$ cat src/rtl/bp_common_pkg.sv
// Shared constants for the performance-counter drain: event indices, dump FSM
// states and the bit layout of the dump header word.
package bp_common_pkg;

  localparam int e_perf_cycles       = 0;
  localparam int e_perf_bp_correct   = 1;
  localparam int e_perf_bp_incorrect = 2;
  localparam int e_perf_lce_req      = 3;
  localparam int e_perf_cce_req      = 4;
  localparam int e_perf_sb_miss      = 5;

  // Header word: counter count in [7:0], any-overflow flag in bit 8.
  localparam int hdr_cnt_lsb = 0;
  localparam int hdr_cnt_msb = 7;
  localparam int hdr_ovf_bit = 8;

  typedef enum logic [1:0] {
    e_dump_idle   = 2'd0,
    e_dump_header = 2'd1,
    e_dump_stream = 2'd2
  } dump_state_e;

endpackage

$ cat src/rtl/bp_perf_counter_dump_if.sv
// Dump request and readout stream between the counter block (master) and a
// host or trace sink (slave).
//
// Handshake: a request is taken when dump_v_i && dump_ready_o; a word moves
// when data_v_o && data_ready_i. Once data_v_o rises, data_o, data_idx_o and
// data_last_o hold steady and data_v_o stays high until that word moves.
interface bp_perf_counter_dump_if #(
  parameter int num_events_p    = 5,
  parameter int counter_width_p = 32
);
  localparam int idx_width_lp = $clog2(num_events_p + 2);

  logic                       dump_v_i;
  logic                       dump_ready_o;
  logic                       data_v_o;
  logic [counter_width_p-1:0] data_o;
  logic [idx_width_lp-1:0]    data_idx_o;
  logic                       data_last_o;
  logic                       data_ready_i;

  modport master (
    input  dump_v_i, data_ready_i,
    output dump_ready_o, data_v_o, data_o, data_idx_o, data_last_o
  );

  modport slave (
    output dump_v_i, data_ready_i,
    input  dump_ready_o, data_v_o, data_o, data_idx_o, data_last_o
  );

endinterface

$ cat src/rtl/bp_perf_sat_counter.sv
// One saturating event counter with sticky overflow. next_o is the value the
// counter takes this cycle before any clear, so a snapshot can include it.
module bp_perf_sat_counter #(
  parameter int width_p = 32
) (
  input  logic               clk,
  input  logic               reset,
  input  logic               en_i,
  input  logic               inc_i,
  input  logic               clear_i,
  output logic [width_p-1:0] next_o,
  output logic               ovf_o,
  output logic               ovf_next_o
);

  logic [width_p-1:0] cnt_q, cnt_d;
  logic               ovf_q, ovf_d;
  logic               step;
  logic               at_max;

  always_comb begin
    step       = en_i & inc_i;
    at_max     = &cnt_q;
    next_o     = (step && !at_max) ? cnt_q + width_p'(1) : cnt_q;
    ovf_next_o = ovf_q | (step & at_max);
    cnt_d      = clear_i ? '0 : next_o;
    ovf_d      = clear_i ? 1'b0 : ovf_next_o;
  end

  always_ff @(posedge clk or posedge reset) begin
    if (reset) begin
      cnt_q <= '0;
      ovf_q <= 1'b0;
    end else begin
      cnt_q <= cnt_d;
      ovf_q <= ovf_d;
    end
  end

  assign ovf_o = ovf_q;

endmodule

$ cat src/rtl/bp_perf_counter_dump.sv
// Performance-event accumulator: cycle counter plus per-event counters, with a
// snapshot-and-stream readout (header word, then one word per counter).
module bp_perf_counter_dump
  import bp_common_pkg::*;
#(
  parameter int num_events_p    = 5,
  parameter int counter_width_p = 32,
  parameter int clear_on_dump_p = 1
) (
  input  logic                    clk,
  input  logic                    reset,
  input  logic                    en_i,
  input  logic [num_events_p-1:0] event_v_i,
  bp_perf_counter_dump_if.master  link,
  output logic [num_events_p:0]   overflow_o,
  output dump_state_e             dbg_state_o
);

  localparam int num_ctr_lp   = num_events_p + 1;
  localparam int idx_width_lp = $clog2(num_events_p + 2);
  localparam int hdr_w_lp     = (counter_width_p > hdr_ovf_bit) ? counter_width_p : hdr_ovf_bit + 1;

  logic [num_ctr_lp-1:0]                      inc;
  logic [num_ctr_lp-1:0][counter_width_p-1:0] cnt_next;
  logic [num_ctr_lp-1:0]                      ovf_next;
  logic                                       dump_accept;
  logic                                       clear_en;

  logic [num_ctr_lp-1:0][counter_width_p-1:0] snap_q;
  logic                                       snap_ovf_q;
  dump_state_e                                state_q, state_d;
  logic [idx_width_lp-1:0]                    ptr_q, ptr_d;
  logic                                       last_w;
  logic [hdr_w_lp-1:0]                        hdr_full;

  always_comb begin
    inc                = '0;
    inc[e_perf_cycles] = 1'b1;
    inc[num_ctr_lp-1:1] = event_v_i;
  end

  assign dump_accept = (state_q == e_dump_idle) && link.dump_v_i;
  assign clear_en    = dump_accept && (clear_on_dump_p != 0);

  for (genvar i = 0; i < num_ctr_lp; i++) begin : g_ctr
    bp_perf_sat_counter #(.width_p(counter_width_p)) u_ctr (
      .clk        (clk),
      .reset      (reset),
      .en_i       (en_i),
      .inc_i      (inc[i]),
      .clear_i    (clear_en),
      .next_o     (cnt_next[i]),
      .ovf_o      (overflow_o[i]),
      .ovf_next_o (ovf_next[i])
    );
  end

  // Snapshot takes the post-increment values so a dump-cycle event is kept.
  always_ff @(posedge clk or posedge reset) begin
    if (reset) begin
      snap_q     <= '0;
      snap_ovf_q <= 1'b0;
    end else if (dump_accept) begin
      snap_q     <= cnt_next;
      snap_ovf_q <= |ovf_next;
    end
  end

  always_ff @(posedge clk or posedge reset) begin
    if (reset) begin
      state_q <= e_dump_idle;
      ptr_q   <= '0;
    end else begin
      state_q <= state_d;
      ptr_q   <= ptr_d;
    end
  end

  assign last_w = (state_q == e_dump_stream) && (ptr_q == idx_width_lp'(num_events_p));

  always_comb begin
    state_d = state_q;
    ptr_d   = ptr_q;
    case (state_q)
      e_dump_idle: begin
        if (link.dump_v_i) state_d = e_dump_header;
      end
      e_dump_header: begin
        if (link.data_ready_i) begin
          state_d = e_dump_stream;
          ptr_d   = '0;
        end
      end
      e_dump_stream: begin
        if (link.data_ready_i) begin
          if (last_w) begin
            state_d = e_dump_idle;
            ptr_d   = '0;
          end else begin
            ptr_d = ptr_q + idx_width_lp'(1);
          end
        end
      end
      default: begin
        state_d = e_dump_idle;
        ptr_d   = '0;
      end
    endcase
  end

  always_comb begin
    hdr_full                          = '0;
    hdr_full[hdr_cnt_msb:hdr_cnt_lsb] = 8'(num_ctr_lp);
    hdr_full[hdr_ovf_bit]             = snap_ovf_q;
  end

  // Outputs decode straight from registered state, so reset clears them at once.
  always_comb begin
    link.dump_ready_o = 1'b0;
    link.data_v_o     = 1'b0;
    link.data_o       = '0;
    link.data_idx_o   = '0;
    link.data_last_o  = 1'b0;
    case (state_q)
      e_dump_idle: link.dump_ready_o = 1'b1;
      e_dump_header: begin
        link.data_v_o = 1'b1;
        link.data_o   = hdr_full[counter_width_p-1:0];
      end
      e_dump_stream: begin
        link.data_v_o    = 1'b1;
        link.data_o      = snap_q[ptr_q];
        link.data_idx_o  = ptr_q + idx_width_lp'(1);
        link.data_last_o = last_w;
      end
      default: link.dump_ready_o = 1'b0;
    endcase
  end

  assign dbg_state_o = state_q;

endmodule

$ cat src/flat_wrapper.sv
// flat-port wrapper written by rule: the top's interface ports become plain ports
module bp_perf_counter_dump_flat import bp_common_pkg::*;
#(
  parameter int num_events_p    = 5,
  parameter int counter_width_p = 32,
  parameter int clear_on_dump_p = 1
)
  (clk, reset, en_i, event_v_i, overflow_o, dbg_state_o, link_dump_v_i, link_data_ready_i, link_dump_ready_o, link_data_v_o, link_data_o, link_data_idx_o, link_data_last_o);
  bp_perf_counter_dump_if #(.num_events_p(num_events_p), .counter_width_p(counter_width_p)) link_i ();
  input  logic clk;
  input  logic reset;
  input  logic en_i;
  input  logic [num_events_p-1:0] event_v_i;
  output logic [num_events_p:0] overflow_o;
  output dump_state_e dbg_state_o;
  input wire logic [$bits(link_i.dump_v_i)-1:0] link_dump_v_i;
  input wire logic [$bits(link_i.data_ready_i)-1:0] link_data_ready_i;
  output wire logic [$bits(link_i.dump_ready_o)-1:0] link_dump_ready_o;
  output wire logic [$bits(link_i.data_v_o)-1:0] link_data_v_o;
  output wire logic [$bits(link_i.data_o)-1:0] link_data_o;
  output wire logic [$bits(link_i.data_idx_o)-1:0] link_data_idx_o;
  output wire logic [$bits(link_i.data_last_o)-1:0] link_data_last_o;
  assign link_i.dump_v_i = link_dump_v_i;
  assign link_i.data_ready_i = link_data_ready_i;
  assign link_dump_ready_o = link_i.dump_ready_o;
  assign link_data_v_o = link_i.data_v_o;
  assign link_data_o = link_i.data_o;
  assign link_data_idx_o = link_i.data_idx_o;
  assign link_data_last_o = link_i.data_last_o;
  bp_perf_counter_dump #(.num_events_p(num_events_p), .counter_width_p(counter_width_p), .clear_on_dump_p(clear_on_dump_p)) u_core (.clk(clk), .reset(reset), .en_i(en_i), .event_v_i(event_v_i), .link(link_i), .overflow_o(overflow_o), .dbg_state_o(dbg_state_o));
endmodule
$ cat config.mk
export PLATFORM = sky130hd
export DESIGN_NAME = bp_perf_counter_dump_flat
export DESIGN_NICKNAME = d
export VERILOG_FILES = /design/src/rtl/bp_common_pkg.sv /design/src/rtl/bp_perf_counter_dump_if.sv /design/src/rtl/bp_perf_sat_counter.sv /design/src/rtl/bp_perf_counter_dump.sv /design/src/flat_wrapper.sv
export SDC_FILE = /design/constraint.sdc
export NUM_CORES = 1
export LEC_CHECK = 0
export ABC_AREA = 1
export BUFFER_PORTS_ARGS = -buffer_cell sky130_fd_sc_hd__buf_2
export CORE_ASPECT_RATIO = 0.75
export CORE_MARGIN = 3
export CORE_UTILIZATION = 55
export CTS_BUF_LIST = sky130_fd_sc_hd__clkbuf_16
export CTS_CLUSTER_SIZE = 12
export DETAILED_ROUTE_END_ITERATION = 7
export PLACE_DENSITY_LB_ADDON = 0.15
export SLEW_MARGIN = 30
export SYNTH_ARGS = -nofsm -noshare
export SYNTH_HDL_FRONTEND = slang
export SYNTH_SLANG_ARGS = --single-unit
$ cat constraint.sdc
create_clock -name clk -period 30.4 [get_ports clk]
set_input_delay 3.04 -clock clk [delete_from_list [all_inputs] [get_ports clk]]
set_output_delay 3.04 -clock clk [all_outputs]
set_load 0.01 [all_outputs]
# == After elaboration in Yosys (flattened, before gate mapping) ==
# Cells that the tools add are included.
# word_totals
output_inout_bits,46
in_bits,10
elab_cells,113
register_bits,396
# op_classes
muxes,34
n_eq_ne,7
bitwise,18
n_addsub,7
order_cmp,1
reduce_logical,25
# ops
cell,count
32-bit two-way mux,13
"32-bit by 1-bit adder with 32-bit output, second input constant",6
32-bit AND reduction,6
32-bit binary-select mux with 3-bit select,1
32-bit case mux with 2 select lines,1
3-bit two-way mux,4
1-bit AND,11
1-bit two-way mux,9
3-bit case mux with 3 select lines,1
1-bit logical AND,8
2-bit two-way mux,4
1-bit logical NOT,6
"2-bit inequality test, second input constant",3
1-bit OR,6
2-bit case mux with 3 select lines,1
6-bit OR reduction,1
"3-bit by 4-bit < comparator with 1-bit output, second input constant",1
4-bit AND reduction,1
"3-bit by 1-bit adder with 3-bit output, second input constant",1
"3-bit == test, second input constant",1
3-bit AND reduction,1
"2-bit by 1-bit == test with 1-bit output, second input constant",1
"2-bit == test, second input constant",1
2-bit logical NOT,1
other kinds (3),3

# == Longest topological paths before layout ==
# depth
depth_word,5
depth_mapped,14
depth_no_buf,13

# == By module ==
# A second synthesis with hierarchy kept.
# unflattened
hier_cells,3608
area_unflattened_um2,24991.5
# modules_own_cells
module,cells_per_inst,instances,seq_area_each_um2,area_per_inst_um2
bp_perf_sat_counter at u_core.g_ctr[1].u_ctr ...,396,5,825.8,2623.8
bp_perf_counter_dump,1229,1,4954.8,9419.0
bp_perf_sat_counter at u_core.g_ctr[0].u_ctr,399,1,825.8,2453.6

# == Worst setup path after synthesis ==
# Ideal clock, no wire load.
# synth_timing
path_kind,register to output
start,reg u_core.ptr_q[0]
end,out link_data_o[1]
slack_ns,25.788
n_path_buf,3
t_required_ns,27.360
stages_incl_launch_ff,8
arrival_time_ns,1.572
cell_sequence,dfrtp_1 -> clkbuf_1 -> inv_1 -> clkbuf_1 -> buf_2 -> o21a_1 -> o21ai_0 -> a31oi_1
# synth_between
elab_chain_len,3
# synth_lines
item,line,rtl
"start, declared",bp_perf_counter_dump.sv:32,"logic [idx_width_lp-1:0] ptr_q, ptr_d;"
"start signal, assigned",bp_perf_counter_dump.sv:75,ptr_q <= ptr_d;
32-bit binary-select mux with 3-bit select,bp_perf_counter_dump.sv:132,link.data_o = snap_q[ptr_q];
32-bit two-way mux (implied by the code),bp_perf_counter_dump.sv:132,
32-bit case mux with 2 select lines,bp_perf_counter_dump.sv:124,case (state_q)
"end, declared",flat_wrapper.sv:20,output wire logic [$bits(link_i.data_o)-1:0] link_data_o;
# No other way between the ends. The select of a mux whose other input is x is not followed.

# == Final worst setup path ==
# layout_timing
start,reg u_core.ptr_q[0]
end,out link_data_o[5]
# Same word-level chain as after synthesis.

==> out/metrics.cfg <==
[sta]
tightest_slew_ns = 0.947
min_period_ns = 6.63
post-route-period-util_pct = 21.8
rsz0062_at_grt = false
skew_ns = 0.0208
setup_violations = 0
drv_slew = 0
hold_viol_final = 0
worst_slack_ns = 23.77
tns_ns = 0
relSlewSlack_pct = 36.8
fmax_ghz = 0.151

[worst_setup_path]
crit_required_ns = 27.36
rrSetupSlack_ns = 26.36
cp_max_fo = 92
end_kind = output pin
r2r_start = u_core.dbg_state_o[1]
rr_endpoint = u_core.snap_q[9]
start_kind = flip-flop
arrival_ns = 3.59
r2r_cells = 8
crit_type = reg -> out

[min_path]
min_to = u_core.snap_q[150]
holdCritStartpoint = u_core.snap_q[150]
min_path_type = reg -> reg
hold-path-cell-count = 2

[drt]
num_vias = 21300
viasPerCell = 5.66
drtPass1Iterations = 6
drc = 0
routed_wl_um = 70700
ant_nets = 0
wire_per_inst_um = 18.8
drt_iter0_drc = 2317

[logic_synthesis]
ys_seq_area_share_pct = 43.4
synthDistinctLibCells = 43
synth_area_leaders = dfrtp_1 (43%), nand2_1 (20%), nor2_1 (7.6%), o21ai_0 (3.7%), a21oi_1 (3.5%)
ys_seq_elements = 396
yosys_most_used_dff = dfrtp_1
synth_top_area_cell = dfrtp_1
avgSynthCellArea_um2 = 7.05
synth-edff-count = 0
syn_area_um2 = 22800
syn_inst = 3237
synth_top_area_share_pct = 43.4
async_flop_share_pct = 100
syn_nets = 3259
yosys_warnings = 0

[placement]
post-place-ws_ns = 24.13
post-dp-hpwl_um = 51100
port_buffers = 55
place.gp.congestion = 0.932

[global_routing]
grt_max_degree = 222
overflow = 0
grt_pass1_vias = 19300
antenna_found_initial = 3
grt_pass1_wl_um = 111000
track_usage_pct = 32.4

[clock_network]
clock-root-buffer = clkbuf_16
cts_buffer_depth = 3
cts.sinks = 396
clkTransAtPathRegs_ns = 0.06
cts_tree = yes
post-cts-setup-buffer-count = 0
cts_made_buffers = 43
ctsResizeCount = 0
htreeDepth = 2
ctsHoldBuffers = 0
clock_latency_ns = 0.57

[pwr]
p_seq_share_pct = 41.2
swShare_pct = 36.7
pwr-share-comb_pct = 25.9
p_int_uw = 998
p_leak_nw = 11.6
power.density_nw_per_um2 = 64.2
power.switching_uw = 579
irDropWorstVdd_uv = 58.0
clock_power_share_pct = 32.9

[cells_and_area]
multi_input_area_um2 = 11500
syn_to_final_growth_pct = 7.62
num-fill-cells = 3740
nets = 3234
regArea_um2 = 9910
drive_above_1_share_pct = 7.19

[die]
io_pins = 56
dieArea_um2 = 44000
initial_utilization_pct = 56.8
core_um2 = 40200
die_x_um = 241
dieHeight_um = 182
core.rowCount = 63

[run_status]
status = finished clean

[job]
max_cap_viol_count = 0

## critical path: stages (launching register included)
cell	delay [ns]
dfrtp_2	0.34
buf_4	0.63
inv_2	0.28
buf_4	0.44
o21ai_0	0.50
o21ai_0	0.30
a22oi_1	0.21
nor2_1	0.09
buf_2	0.18
## flip-flops by register name, indices dropped and copies added (netlist names)
signal / cells
u_core.g_ctr.u_ctr.ovf_o: 6
u_core.snap_q: 192
u_core.snap_ovf_q: 1
u_core.ptr_q: 3
u_core.dbg_state_o: 2
u_core.g_ctr.u_ctr.cnt_q: 192
## area by class of cell
class | instances | share of cell area (%)
inverters | 200 | 3.13
flip-flops and latches | 396 | 40.4
multi-input cells | 2504 | 46.7
clock buffers | 43 | 4.38
repair buffers | 67 | 1.69
well taps | 520 | 2.65
clock inverters | 30 | 1.09
diodes | 1 | 0.0102
## logic make-up (layout without fill, tap and decap cells)
kind of cell	count (synthesis)	count (layout)	synth area share, %
flops	396	396	43.4
compound gates	479	479	12.0
other cells	0	1	0
fa+ha+maj	12	12	0.658
buf+inv	337	340	6.37
xor+xnor	65	65	2.53
simple gates	1948	1948	35.0
## through the flow
| step | std cells | cell area (um2) | hold WS, ns | total power, mW | util, % |
|---|---|---|---|---|---|
| after CTS | 3759 | 24500 | 0.478 | 1.58 | 61.0 |
| after global placement | 3686 | 23200 | 0.455 | 1.05 | 57.7 |
| after detailed placement | 3686 | 23200 | 0.462 | 1.06 | 57.7 |
| after global routing | 3760 | 24600 | 0.488 | 1.66 | 61.1 |
| after floorplan | 3237 | 22800 | 0.441 | 0.913 | - |
| final | 3761 | 24600 | 0.476 | 1.58 | 61.1 |
## power groups by stage
stage / clock network, mW / registers (mW) / logic [mW]
2_1_floorplan: 0 / 0.622 / 0.290
3_5_place_dp: 0 / 0.654 / 0.403
4_1_cts: 0.527 / 0.646 / 0.404
3_3_place_gp: 0 / 0.655 / 0.396
6_report: 0.519 / 0.650 / 0.408
5_1_grt: 0.551 / 0.654 / 0.452
## worst max-delay path by stage
stage	startpoint	endpoint	slack (ns)	cells past startpoint
finish	u_core.ptr_q[0]	link_data_o[5]	23.77	8
global route	u_core.ptr_q[0]	link_data_o[5]	23.68	8
CTS	u_core.ptr_q[0]	link_data_o[5]	23.92	8
detailed placement	link_dump_v_i	u_core.snap_q[15]	24.13	6
global placement	link_dump_v_i	u_core.snap_q[45]	24.18	6
floorplan	reset	u_core.dbg_state_o[0]	16.35	1
## per-layer routing
metal	share of wire, %	wire [um]	vias to the layer above	GRT usage (%)
met5	0	0	-	0
met4	2.6	1860	0	8.29
met3	9.9	7010	99	8.19
met2	39	27500	831	42.9
met1	49	34300	10000	51.9
li1	-	-	10300	-
## placed cells by master, fill, tap and decap left out, drive strengths merged, types with 6 or more instances in the layout
master	count
nor2	480
inv	213
nand4	38
a2bb2oi	17
buf	67
xor2	55
nand3	98
clkinv	12
ha	12
a22oi	6
and2	8
dfrtp	396
a21oi	158
a31oi	48
a21boi	6
clkbuf	43
o21ai	200
o21bai	6
nand3b	39
or2	32
a32oi	6
nor3	26
nand2	1223
xnor2	10
o22ai	22
o21a	10
## synthesized netlist by cell type (32+ instances only)
cell type / n
clkbuf_1: 92
nand3b_1: 39
nand2_1: 1206
inv_1: 189
a21oi_1: 158
xor2_1: 54
a31oi_1: 48
o21ai_0: 167
or2_2: 32
dfrtp_1: 396
nor2_1: 462
nand4_1: 38
nand3_1: 98
Power figures use the tool's default switching activity.
